`config.mk`:
```
export PLATFORM = sky130hd
export DESIGN_NAME = disp_scan
export DESIGN_NICKNAME = d
export VERILOG_FILES = /design/src/rtl/disp_pkg.sv /design/src/rtl/disp_scan_tick.sv /design/src/rtl/disp_scan.sv
export SDC_FILE = /design/constraint.sdc
export NUM_CORES = 1
export LEC_CHECK = 0
export CORE_MARGIN = 2
export CORE_UTILIZATION = 50
export CTS_CLUSTER_DIAMETER = 40
export CTS_CLUSTER_SIZE = 12
export DETAILED_ROUTE_END_ITERATION = 16
export PLACE_DENSITY = 0.72
export SLEW_MARGIN = 0
export SYNTH_ARGS = -nofsm -noshare
export SYNTH_HDL_FRONTEND = slang
export SYNTH_HIERARCHICAL = 1
export SYNTH_SLANG_ARGS = --single-unit
```
`constraint.sdc`:
```
create_clock -name clk -period 2.1 [get_ports clk]
set_clock_uncertainty 0.05 [all_clocks]
set_input_delay 0.315 -clock clk [delete_from_list [all_inputs] [get_ports clk]]
set_output_delay 0.315 -clock clk [all_outputs]
set_load 0.02 [all_outputs]
```
`src/rtl/disp_pkg.sv`:
```
// Shared types, sizes and helpers for the 4-digit multiplexed display scanner.
// Holds the FSM state enum, the double-dabble adjust step and digit selection with blanking.
package disp_pkg;

  localparam int N_DIGITS = 4;
  localparam int BIN_W = 14;
  localparam int MAX_VAL = 9999;
  localparam int BCD_W = 4 * N_DIGITS;
  localparam logic [3:0] BLANK_CODE = 4'hF;

  typedef enum logic [1:0] {
    IDLE,
    CONVERT,
    LATCH
  } state_t;

  // Add-3 correction applied to every nibble before each double-dabble shift.
  function automatic logic [BCD_W-1:0] dd_adjust(input logic [BCD_W-1:0] bcd);
    logic [BCD_W-1:0] res;
    logic [3:0] nib;
    res = '0;
    for (int i = 0; i < N_DIGITS; i++) begin
      nib = bcd[i*4 +: 4];
      if (nib >= 4'd5) nib = nib + 4'd3;
      res[i*4 +: 4] = nib;
    end
    return res;
  endfunction

  // A digit above the units is blanked only when it and every more significant digit are zero.
  function automatic logic [3:0] pick_digit(input logic [BCD_W-1:0] disp,
                                            input logic [1:0] idx,
                                            input logic blank_lz);
    logic zero_above;
    zero_above = 1'b1;
    for (int i = 0; i < N_DIGITS; i++) begin
      if (i >= int'(idx) && disp[i*4 +: 4] != 4'd0) zero_above = 1'b0;
    end
    if (blank_lz && idx != 2'd0 && zero_above) return BLANK_CODE;
    return disp[{idx, 2'b00} +: 4];
  endfunction

endpackage

```
`src/rtl/disp_scan_tick.sv`:
```
// Refresh prescaler: counts 0..REFRESH_DIV-1 and pulses tick for one cycle at terminal count.
module scan_tick #(
  parameter int REFRESH_DIV = 50000
) (
  input  logic clk,
  input  logic rst,
  output logic tick
);

  localparam int CW = (REFRESH_DIV > 1) ? $clog2(REFRESH_DIV) : 1;
  localparam logic [CW-1:0] TERM = CW'(REFRESH_DIV - 1);

  logic [CW-1:0] cnt;

  assign tick = (cnt == TERM);

  always_ff @(posedge clk) begin
    if (rst) begin
      cnt <= '0;
    end else if (tick) begin
      cnt <= '0;
    end else begin
      cnt <= cnt + 1'b1;
    end
  end

endmodule

```
`src/rtl/disp_scan.sv`:
```
// Binary-to-BCD converter (sequential double-dabble, 14 cycles) driving a 4-digit multiplexed display.
// Anode select and digit code are registered together from next-state values, so updates land on the latch edge.
module disp_scan
  import disp_pkg::*;
#(
  parameter int REFRESH_DIV = 50000,
  parameter int BLANK_LZ = 1
) (
  input  logic             clk,
  input  logic             rst,
  input  logic [BIN_W-1:0] bin_in,
  input  logic             bin_valid,
  output logic             bin_ready,
  output logic [3:0]       digit_bcd,
  output logic [3:0]       an,
  output logic             ovf
);

  localparam logic [BIN_W-1:0] MAX_BIN = BIN_W'(MAX_VAL);
  localparam logic [3:0] LAST_STEP = 4'(BIN_W - 1);

  state_t           state, state_nxt;
  logic [BIN_W-1:0] bin_sh;
  logic [BCD_W-1:0] bcd_sh;
  logic [3:0]       step_cnt;
  logic [BCD_W-1:0] disp, disp_nxt;
  logic [1:0]       idx, idx_nxt;
  logic [3:0]       an_nxt;
  logic             tick;

  scan_tick #(
    .REFRESH_DIV(REFRESH_DIV)
  ) u_tick (
    .clk (clk),
    .rst (rst),
    .tick(tick)
  );

  assign bin_ready = (state == IDLE);

  always_comb begin
    state_nxt = state;
    case (state)
      IDLE:    if (bin_valid) state_nxt = CONVERT;
      CONVERT: if (step_cnt == LAST_STEP) state_nxt = LATCH;
      LATCH:   state_nxt = IDLE;
      default: state_nxt = IDLE;
    endcase
  end

  always_comb begin
    disp_nxt = (state == LATCH) ? bcd_sh : disp;
    idx_nxt  = tick ? idx + 2'd1 : idx;
    an_nxt   = ~(4'b0001 << idx_nxt);
  end

  always_ff @(posedge clk) begin
    if (rst) begin
      state     <= IDLE;
      bin_sh    <= '0;
      bcd_sh    <= '0;
      step_cnt  <= '0;
      disp      <= '0;
      idx       <= '0;
      an        <= 4'b1110;
      digit_bcd <= 4'd0;
      ovf       <= 1'b0;
    end else begin
      state     <= state_nxt;
      disp      <= disp_nxt;
      idx       <= idx_nxt;
      an        <= an_nxt;
      digit_bcd <= pick_digit(disp_nxt, idx_nxt, BLANK_LZ != 0);
      case (state)
        IDLE: begin
          if (bin_valid) begin
            bin_sh   <= (bin_in > MAX_BIN) ? MAX_BIN : bin_in;
            ovf      <= (bin_in > MAX_BIN);
            bcd_sh   <= '0;
            step_cnt <= '0;
          end
        end
        CONVERT: begin
          {bcd_sh, bin_sh} <= {dd_adjust(bcd_sh), bin_sh} << 1;
          step_cnt         <= step_cnt + 4'd1;
        end
        default: ;
      endcase
    end
  end

endmodule

```
### Word-level counts from Yosys, hierarchy flattened

Cells that the tools add are included.

| storage, ports and cells | value |
|---|---|
| flip-flop bits (word level) | 79 |
| input port bits | 17 |
| output and inout bits | 10 |
| word-level logic and storage cells | 74 |

| cells by class | value |
|---|---|
| add/sub/neg operators | 7 |
| magnitude comparators | 8 |
| eq/ne operators | 6 |
| shift-type cells | 2 |
| mux-type cells | 25 |
| bitwise gates (word level) | 1 |
| reductions and logical operators | 15 |

Operators with widths:

| cell | number |
|---|---|
| 2-to-1 mux 16 bit | 2 |
| case mux 16 bit (2 select lines) | 1 |
| 2-to-1 mux 14 bit | 2 |
| case mux 14 bit (2 select lines) | 1 |
| 2-to-1 mux 4 bit | 6 |
| adder 16 x 1 -> 16 bit, second input constant | 1 |
| equality test 16 bit, second input constant | 1 |
| greater-or-equal comparator 4 x 3 -> 1 bit, second input constant | 4 |
| nonzero test 4 bit | 4 |
| variable part select 16 x 5 -> 4 bit | 1 |
| > comparator 14 bit, second input constant | 1 |
| adder 4 x 2 -> 4 bit, second input constant | 3 |
| case mux 4 bit (2 select lines) | 1 |
| 2-to-1 mux 1 bit | 7 |
| 2-to-1 mux 2 bit | 3 |
| AND reduction 2 bit | 3 |
| adder 4 x 1 -> 4 bit, second input constant | 1 |
| equality test 4 bit, second input constant | 1 |
| greater-or-equal comparator 1 x 2 -> 1 bit, first input constant | 2 |
| logical AND 1 bit | 4 |
| != test 2 bit, second input constant | 2 |
| inverter 4 bit | 1 |
| case mux 2 bit (2 select lines) | 1 |
| nonzero test 2 bit | 2 |
| 9 further kinds | 9 |

### Longest topological paths before layout

Gate-level depths: netlist of the first run.

| logic depth | value |
|---|---|
| word-level depth | 13 |
| mapped depth | 9 |
| mapped depth without buffers | 8 |

### Cells and area by module

The synthesis of the first run kept the hierarchy.

By module, submodules not included:

| module | instances | cells an instance | area an instance (um2) | seq. area each (um2) |
|---|---|---|---|---|
| disp_scan | 1 | 357 | 3,014.1 | 1,261.2 |
| scan_tick | 1 | 81 | 710.7 | 320.3 |

### Worst setup path before layout of the first run

OpenSTA, ideal clock, no wires.

| timing path | value |
|---|---|
| path type | reg-to-reg |
| from | reg u_tick.cnt[0] |
| to | reg digit_bcd[2] |
| setup time | 0.087 ns |
| arrival time | 2.000 ns |
| required time | 1.963 ns |
| slack | -0.037 ns |
| stages on the path, launching flop included | 10 |
| path buffers | 1 |
| period minus slack after synthesis | 2.137 ns |
| cell sequence | dfxtp_1 ha_1 nand4_2 and4b_1 buf_2 xnor2_1 inv_1 a221oi_1 or4_4 o31ai_1 |

| on the way | value |
|---|---|
| word-level cells in the longest chain between the ends | 13 |
| elaborated cells on any way between the ends | 19 |
| those cells by class | order compare: 3; eq/ne: 1; shift: 1; mux: 9; reduce/logical: 5 |

RTL lines:

| element | RTL line | RTL |
|---|---|---|
| from (decl) | disp_scan_tick.sv:13 | `logic [CW-1:0] cnt;` |
| from (signal assigned) | disp_scan_tick.sv:23 | `cnt <= cnt + 1'b1;` |
| equality test 16 bit (*) | disp_scan_tick.sv:15 | `assign tick = (cnt == TERM);` |
| named net tick | disp_scan.sv:29 | `logic tick;` |
| 2-to-1 mux 2 bit (*) | disp_scan.sv:53 | `idx_nxt = tick ? idx + 2'd1 : idx;` |
| greater-or-equal comparator 1 x 2 -> 1 bit | disp_pkg.sv:37 | `if (i >= int'(idx) && disp[i*4 +: 4] != 4'd0) zero_above = 1'b0;` |
| logical AND 1 bit | disp_pkg.sv:37 |  |
| 2-to-1 mux 1 bit (4 in series) | disp_pkg.sv:37 |  |
| 2-to-1 mux 1 bit | disp_scan.sv:58 | `if (rst) begin` |
| logical AND 1 bit | disp_pkg.sv:39 | `if (blank_lz && idx != 2'd0 && zero_above) return BLANK_CODE;` |
| 2-to-1 mux 1 bit | disp_pkg.sv:39 |  |
| 2-to-1 mux 1 bit | disp_scan.sv:58 |  |
| 2-to-1 mux 4 bit (*) | disp_pkg.sv:40 | `return disp[{idx, 2'b00} +: 4];` |
| to (signal assigned) | disp_scan.sv:73 | `digit_bcd <= pick_digit(disp_nxt, idx_nxt, BLANK_LZ != 0);` |
| to (decl) | disp_scan.sv:14 | `output logic [3:0] digit_bcd,` |

The timed path passes the listed nets; every way through them passes the cells marked *. The select of a mux whose other input is x is not followed.
A chain may end at the register's enable or synchronous reset.

### Final worst setup path of the first run

| timing path | value |
|---|---|
| from | reg u_tick.cnt[14] |
| to | reg digit_bcd[2] |

The elaborated chain is that of the path after synthesis.

==> metrics.txt, run 1 <==
worst skew pair latency=0.35 ns; final-report setup violation count=3; run status=complete, but fails checks; critical path class=flip-flop to flip-flop; PD cells=621.4 nW/um2; total die area=8156 um2; WP data required=2.31 ns; post-route cell area=4513 um2; Post-CTS Hold Buffers=0; initial antenna violation count=0; RD Place Congestion=0.8588; DRC violations left=0; fin. max-slew vios=0; clock power share=0.364; Pre-antenna DRT Iters=5; ys async rst share=0; Post-Syn Area=3725 um2; layout cells sized above 1=0.1346; synth unique cells=47; Net Sw Frac=0.2537; Cell Int Power=0.002093 W; antenna-violating nets left=0; number of synthesized register bits=79; first-pass GRT wire length=13640 um; crit start category=flip-flop; die height=90.31 um; Max Freq=475.0 MHz; Slew HR=0.3803; CTS max path bufs=2; post-synth top area share=0.4246; Rows=31; CP max FO=4; via count of the routed design=3259; largest net degree at the start of global routing=30; violated checks=setup timing; Area contributors post-synth=dfxtp_1 42%, nor2_1 5.9%, a21oi_1 4.7%; synthesized net count=466; sequential area share after synthesis=0.4246; H-tree lvl count=3; CTS tree=done; post-synthesis average cell area=8.504 um2; cell count after synthesis=438; DR iter-0 viols=166; RSZ-0062 raised after global routing=true; Slew @ Worst Pin=0.9261 ns; Synth Warn #=6; total CTS buffers=9; clk sinks=79; sequential power share=0.556; number of synthesized flops with an enable pin=0; setup ws final=-0.005308 ns; Reg clk slew, reported paths=0.09 ns; dpl ws=0.04373 ns; worst min path class=primary input to flip-flop; Starting Density=0.5163; Placed Instance Area=4163 um2; Total GRT Usage=0.2026; Min Clock Period, post-route=2.105 ns; final hold vios=0; total congestion overflow=0; period utilization=1.003; Avg WL per Cell=14.31 um; CP arrival=2.32 ns; Post-DP HPWL=5657 um; Core Region=7214 um2; max-cap viol count=0; number of antenna diodes=0; area delta synth->final=21.16%; Avg Vias per Cell=5.600; Main synth FF type=dfxtp_1; number of global-route vias before repair=3026; combinational fraction of design power=0.080; NetSw=0.0007115 W; Pleak=1.685 nW; # IOs=27; chip width=90.31 um; Root Buffer Master=clkbuf_8; total power=0.002804 W; DRT Wirelength=8328 um; IR drop worst, VDD=0.4828 mV; Worst Setup End Kind=flip-flop; IO buf count=26; nets@finish=506; post-synth top area cell=dfxtp_1
==> worst paths after layout <==
kind,slack [ns],cells after the start,to,startpoint
worst min register to register,0.41,2,bin_sh[0],bin_sh[0]
worst max-delay path,-0.005,6,digit_bcd[2],u_tick/cnt[14]
worst min-delay path,0.39,2,disp[10],rst
worst max register to register,-0.005,6,digit_bcd[2],u_tick/cnt[14]
==> logic make-up after synthesis <==
logic type	count (synthesis)	share of synthesized area
DFF	79	0.4246
and+or+nand+nor	173	0.2183
muxes	13	0.04871
buffers and inverters	38	0.04367
xor gates and xnor gates	23	0.05408
AOI/OAI and AO/OA	101	0.1737
adders and majority gates	11	0.03695
==> cell usage after synthesis (4+ instances only) <==
cell type and instances:
a211oi_1 8, a21oi_1 35, a221oi_1 7, a22o_1 5
a22oi_1 4, a2bb2oi_1 4, a31oi_1 5, buf_2 4
clkbuf_1 16, dfxtp_1 79, ha_1 11, inv_1 13
mux2i_1 8, mux4_2 4, nand2_1 46, nand2b_1 11
nand3_1 18, nand4_1 4, nor2_1 59, nor3_1 10
nor4_1 9, o21ai_0 7, o21ai_1 11, o31ai_1 6
xnor2_1 18, xor2_1 5
==> routing by layer <==
metal  part of all wire  global-route usage
met5                  0                   0
met4              0.019             0.06026
met3              0.044             0.04591
met2               0.49              0.3452
met1               0.45              0.2572
==> critical path: stages (launching register included) <==
cell and delay [ns]:
dfxtp_1 0.37, nor4bb_2 0.34, and4b_2 0.36, clkbuf_16 0.16, a211oi_1 0.04, or4_4 0.60, o31ai_2 0.09
==> state kept, by name, indices dropped and copies added (netlist names) <==
name / cells
bcd_sh: 16
digit_bcd: 4
u_tick/cnt: 16
idx: 2
ovf: 1
step_cnt: 4
state: 2
an: 4
bin_sh: 14
disp: 16
==> metrics by stage <==
step / std cells / TNS, ns / utilization / hold WS [ns]
final: 582 / -0.009797 / 0.6256 / 0.3911
after global routing: 582 / -0.2797 / 0.6256 / 0.3978
after CTS: 575 / 0 / 0.6022 / 0.3036
after detailed placement: 559 / 0 / 0.5770 / 0.4002
after global placement: 559 / 0 / 0.5770 / 0.3950
after floorplan: 438 / 0 / - / 0.3374
==> power by group through the flow <==
stage	clock (W)	sequential, W	combinational [W]
6_report	0.00102	0.00156	0.000226
5_1_grt	0.00111	0.00156	0.000249
4_1_cts	0.00105	0.00156	0.000219
3_5_place_dp	0	0.00159	0.000218
3_3_place_gp	0	0.00159	0.000214
2_1_floorplan	0	0.00159	0.000134
==> cells in the final DEF, fill, tap and decap left out, drive strengths merged, types with 4 or more instances in the layout <==
master          n
ha             11
clkdlybuf4s50  25
a22oi           4
clkinvlp        4
a22o            5
nand4           5
a211oi          8
nor2           59
o31ai           6
mux4            4
a2bb2oi         4
a221oi          7
nor4            9
xor2            5
a31oi           5
inv            14
dfxtp          79
xnor2          18
a21boi          4
o21ai          18
nand2b         11
buf            27
a21oi          35
mux2i           8
nor3           10
nand2          46
nand3          18
clkbuf         12
==> area by class of cell <==
type                    instances  area (um2)
well taps                      99       123.9
multi-input cells             321        2071
repair buffers                 54       503.0
flip-flops and latches         79        1585
fillers                       636        2701
clock buffers                  10       137.6
clock inverters                 6       43.79
inverters                      13       48.80
==> what timing repair did <==
action	in CTS	in global routing
setup buffers	0	6
setup endpoints to repair	0	4
endpoints found under the hold margin	0	0
gates resized for setup	0	19
No activity file was read; power rests on OpenSTA's default activity.
==> run 2, diff against run 1 <==
Settings changed: CORE_MARGIN 2 to not set, CORE_UTILIZATION 50 to 40, HOLD_SLACK_MARGIN set to 0.02, PLACE_DENSITY 0.72 to not set.
==> metrics.txt, run 2 (synthesis gave the netlist of run 1 again) <==
period utilization=0.9607; DRT Wirelength=8310 um; RSZ-0062 raised after global routing=false; CP arrival=2.21 ns; H-tree lvl count=3; most frequent cells in the layout=78 x dfxtp_1, 59 x nor2_1, 46 x nand2_1; most common cell after layout, fill and taps aside=dfxtp_1; total congestion overflow=0; CTS max path bufs=2; Pleak=1.662 nW; antenna-violating nets left=0; Min Clock Period, post-route=2.017 ns; PD cells=633.1 nW/um2; Core Region=8848 um2; DRC violations left=1; layout cells sized above 1=0.1074; Avg Vias per Cell=5.410; via count of the routed design=3203; biggest regs=bcd_sh: 16 flops, disp: 16 flops, u_tick/cnt: 16 flops; Total GRT Usage=0.1800; R2R depth=8; clk sinks=79; final hold vios=0; final setup TNS=0 ns; critical path class=flip-flop to flip-flop; Root Buffer Master=clkbuf_8; worst skew pair latency=0.34 ns; CTS tree=done; final-report setup violation count=0; IR drop worst, VDD=0.3888 mV; CP max FO=11; area delta synth->final=18.54%; Max Freq=495.7 MHz; violated checks=DRC; total die area=9702 um2; largest net degree at the start of global routing=23; chip width=98.50 um; max-cap viol count=0; Filler Cell Count=887; Starting Density=0.4210; worst min path class=primary input to flip-flop; fin. max-slew vios=0; Post-DP HPWL=5953 um; number of global-route vias before repair=2989; die height=98.50 um; first-pass GRT wire length=14020 um; Rows=34; Post-CTS Hold Buffers=0; grt peak-use layer=met2; DR iter-0 viols=159; Worst Setup End Kind=flip-flop; number of antenna diodes=0; met3 usage=0.04255; Slew HR=0.3679; total CTS buffers=9; Pre-antenna DRT Iters=10; Slew @ Worst Pin=0.9446 ns; met2 usage=0.3061; # IOs=27; RD Place Congestion=0.8406; met1 Track Usage GR=0.2269; IO buf count=26; nets@finish=507; WP data required=2.29 ns; total power=0.002795 W; run status=complete, but fails checks; initial antenna violation count=0; Worst Hold Depth=2; Reg clk slew, reported paths=0.08 ns; crit start category=flip-flop; Avg WL per Cell=14.04 um
-- run 2: changes by cell type in the layout (fill, tap and decap cells not counted), moves of 2 or more --
| cell | change |
|---|---|
| dfxtp_1 | +2 |
| o31ai_2 | -3 |
| nor4bb_1 | +2 |
| o31ai_1 | +4 |
| clkinvlp_4 | -3 |
| buf_4 | +2 |
| clkbuf_1 | +2 |
| dfxtp_2 | -2 |
| nor4bb_2 | -2 |
-- run 2: cell type report --
| cell class | instances | area [um2] | share of cell area |
|---|---|---|---|
| Clock buffer | 13 | 158.9 | 0.03599 |
| Clock inverter | 3 | 17.52 | 0.003967 |
| Inverter | 13 | 48.80 | 0.01105 |
| Multi-Input combinational cell | 321 | 1983 | 0.4491 |
| Sequential cell | 79 | 1583 | 0.3585 |
| Tap cell | 108 | 135.1 | 0.03060 |
| Timing Repair Buffer | 55 | 489.2 | 0.1108 |
-- run 2: repair_timing --
action,in CTS,in global routing
pin swaps,1,1
buffers inserted,0,4
setup endpoints to repair,1,4
resized for setup,1,1
-- run 2: power by group --
group / total, W / leakage, nW / switching [W] / internal (W)
Combinational: 0.000224 / 0.932 / 0.000126 / 0.0000980
Clock: 0.00102 / 0.0894 / 0.000524 / 0.000492
Sequential: 0.00156 / 0.641 / 0.0000254 / 0.00153
Total: 0.00280 / 1.66 / 0.000675 / 0.00212
-- run 2: path summary, 6_finish.rpt --
path / startpoint / endpoint / slack (ns)
setup / recovery: u_tick/cnt[0] / digit_bcd[1] / 0.08
hold / removal: rst / step_cnt[3] / 0.29
hold reg to reg: bin_sh[0] / bin_sh[0] / 0.41
setup reg to reg: u_tick/cnt[0] / digit_bcd[1] / 0.08
-- run 2: through the flow --
stage               setup WS, ns  utilization  std cells  cell area (um2)  hold WS [ns]
finish                   0.08263       0.4990        592             4415        0.2886
global route           0.0001166       0.4990        592             4415        0.2951
CTS                      0.02148       0.4955        588             4384        0.2865
detailed placement       0.01032       0.4751        572             4204        0.4021
global placement         0.03630       0.4751        572             4204        0.3965
floorplan              0.0003961            -        438             3730        0.3374
-- run 2: critical path: stages (launching register included) --
cell and delay [ns]:
dfxtp_1 0.32, ha_2 0.20, nand4_2 0.10, and4b_1 0.23, buf_6 0.15, a31oi_1 0.12
nand3_1 0.11, or4_4 0.53, o31ai_1 0.10
-- run 2: layer usage --
metal / vias up / wire length, um / share of wire
li1: 1628 / - / -
met3: 11 / 273 / 0.033
met4: 0 / 114 / 0.014
met5: - / 0 / 0
met1: 1516 / 3961 / 0.48
met2: 48 / 3961 / 0.48
==> run 3, diff against run 2 <==
Settings changed: PLACE_DENSITY set to 0.64.
==> metrics.txt, run 3 (synthesis gave the netlist of run 1 again) <==
Worst Setup End Kind=flip-flop; DRT Wirelength=8099 um; most common cell after layout, fill and taps aside=dfxtp_1; CP arrival=2.22 ns; Post-Route M1 WL=3834 um; RD Place Congestion=0.8293; final hold vios=0; fin. max-slew vios=0; hold path start=rst; layout cells sized above 1=0.09302; WP data required=2.29 ns; area delta synth->final=17.87%; number of global-route vias before repair=3000; R2R Path Start=u_tick/cnt[1]; H-tree lvl count=3; nets@finish=498; via count of the routed design=3165; met3 wire len=351 um; IO buf count=26; final-report setup violation count=0; Slew @ Worst Pin=1.036 ns; critical path class=flip-flop to flip-flop; Hold Slack=0.3734 ns; Avg Vias per Cell=5.448; Pleak=1.625 nW; Total GRT Usage=0.1746; CTS tree=done; run status=complete, no violations; Starting Density=0.4210; most frequent cells in the layout=77 x dfxtp_1, 59 x nor2_1, 46 x nand2_1; biggest regs=bcd_sh: 16 flops, disp: 16 flops, u_tick/cnt: 16 flops; Rows=34; IR drop worst, VDD=0.4582 mV; Core Region=8848 um2; Max Freq=493.6 MHz; die height=98.50 um; PD cells=670.7 nW/um2; Avg WL per Cell=13.94 um; final setup TNS=0 ns; WL met2=3803 um; initial antenna violation count=0; post-route cell area=4390 um2; Root Buffer Master=clkbuf_8; total power=0.002945 W; period utilization=0.9648; DR iter-0 viols=128; Pre-antenna DRT Iters=4; worst skew pair latency=0.34 ns; first-pass GRT wire length=13740 um; CP startpoint=u_tick/cnt[1]; chip width=98.50 um; Post-CTS Hold Buffers=0; crit start category=flip-flop; CTS max path bufs=2; Reg clk slew, reported paths=0.08 ns; worst stage delay on the critical path=0.46 ns; # IOs=27; total die area=9702 um2; antenna-violating nets left=0; largest net degree at the start of global routing=28; clk sinks=79; max layer used=met4; total CTS buffers=9; slowest CP cell=or4_4; Placed Instance Area=4167 um2; Min Clock Period, post-route=2.026 ns; total congestion overflow=0; worst min path class=primary input to flip-flop; max-cap viol count=0; Filler Cell Count=868; Slew HR=0.3068; CP Cell Sequence=ha_4 > nand4_2 > and4b_2 > buf_8 > a31oi_1 > nand3_1 > or4_4 > o31ai_1; number of antenna diodes=0; Post-DP HPWL=5762 um; DRC violations left=0; RSZ-0062 raised after global routing=true; Core Util, Final=0.4962; CP max FO=17
-- run 3: report_power, final --
part           switching, W  internal [W]
Sequential        0.0000269       0.00153
Combinational      0.000122     0.0000933
Clock              0.000517      0.000655
-- run 3: final cells by class --
cell class              count  area, um2  area share
multi-input cells         321       1994      0.4543
flip-flops and latches     79       1587      0.3614
repair buffers             46      425.4     0.09689
well taps                 108      135.1     0.03078
clock buffers              10      127.6     0.02907
clock inverters             4      72.57     0.01653
inverters                  13      48.80     0.01111
-- run 3: final timing paths --
kind	slack [ns]	endpoint	depth (start not counted)
min	0.37	disp[8]	2
max	0.07	digit_bcd[2]	8
max reg2reg	0.07	digit_bcd[2]	8
min reg2reg	0.42	bin_sh[0]	2
-- run 3: worst max-delay path: cells and delay by family, from the launching register on --
| family | cells | cell delay (ns) |
|---|---|---|
| and+or+nand+nor | 4 | 0.95 |
| DFF | 1 | 0.36 |
| AOI/OAI and AO/OA | 2 | 0.24 |
| adders and majority gates | 1 | 0.16 |
| buffers and inverters | 1 | 0.15 |
-- run 3: repair_timing --
action	CTS	global route
setup endpoints to repair	2	4
pin swaps	0	1
buffers inserted	0	0
gates resized for setup	1	6
-- run 3: through the flow --
| stage | setup WS (ns) | cells |
|---|---|---|
| floorplan | 0.0003961 | 438 |
| global placement | 0.05565 | 567 |
| detailed placement | -0.003805 | 567 |
| CTS | 0.006183 | 581 |
| global route | -0.02286 | 581 |
| finish | 0.07395 | 581 |
-- run 3: layer usage --
metal,global-route usage,vias to the layer above
met1,0.2179,1475
met5,0,-
li1,-,1612
met4,0.04707,0
met3,0.04468,8
met2,0.2996,70
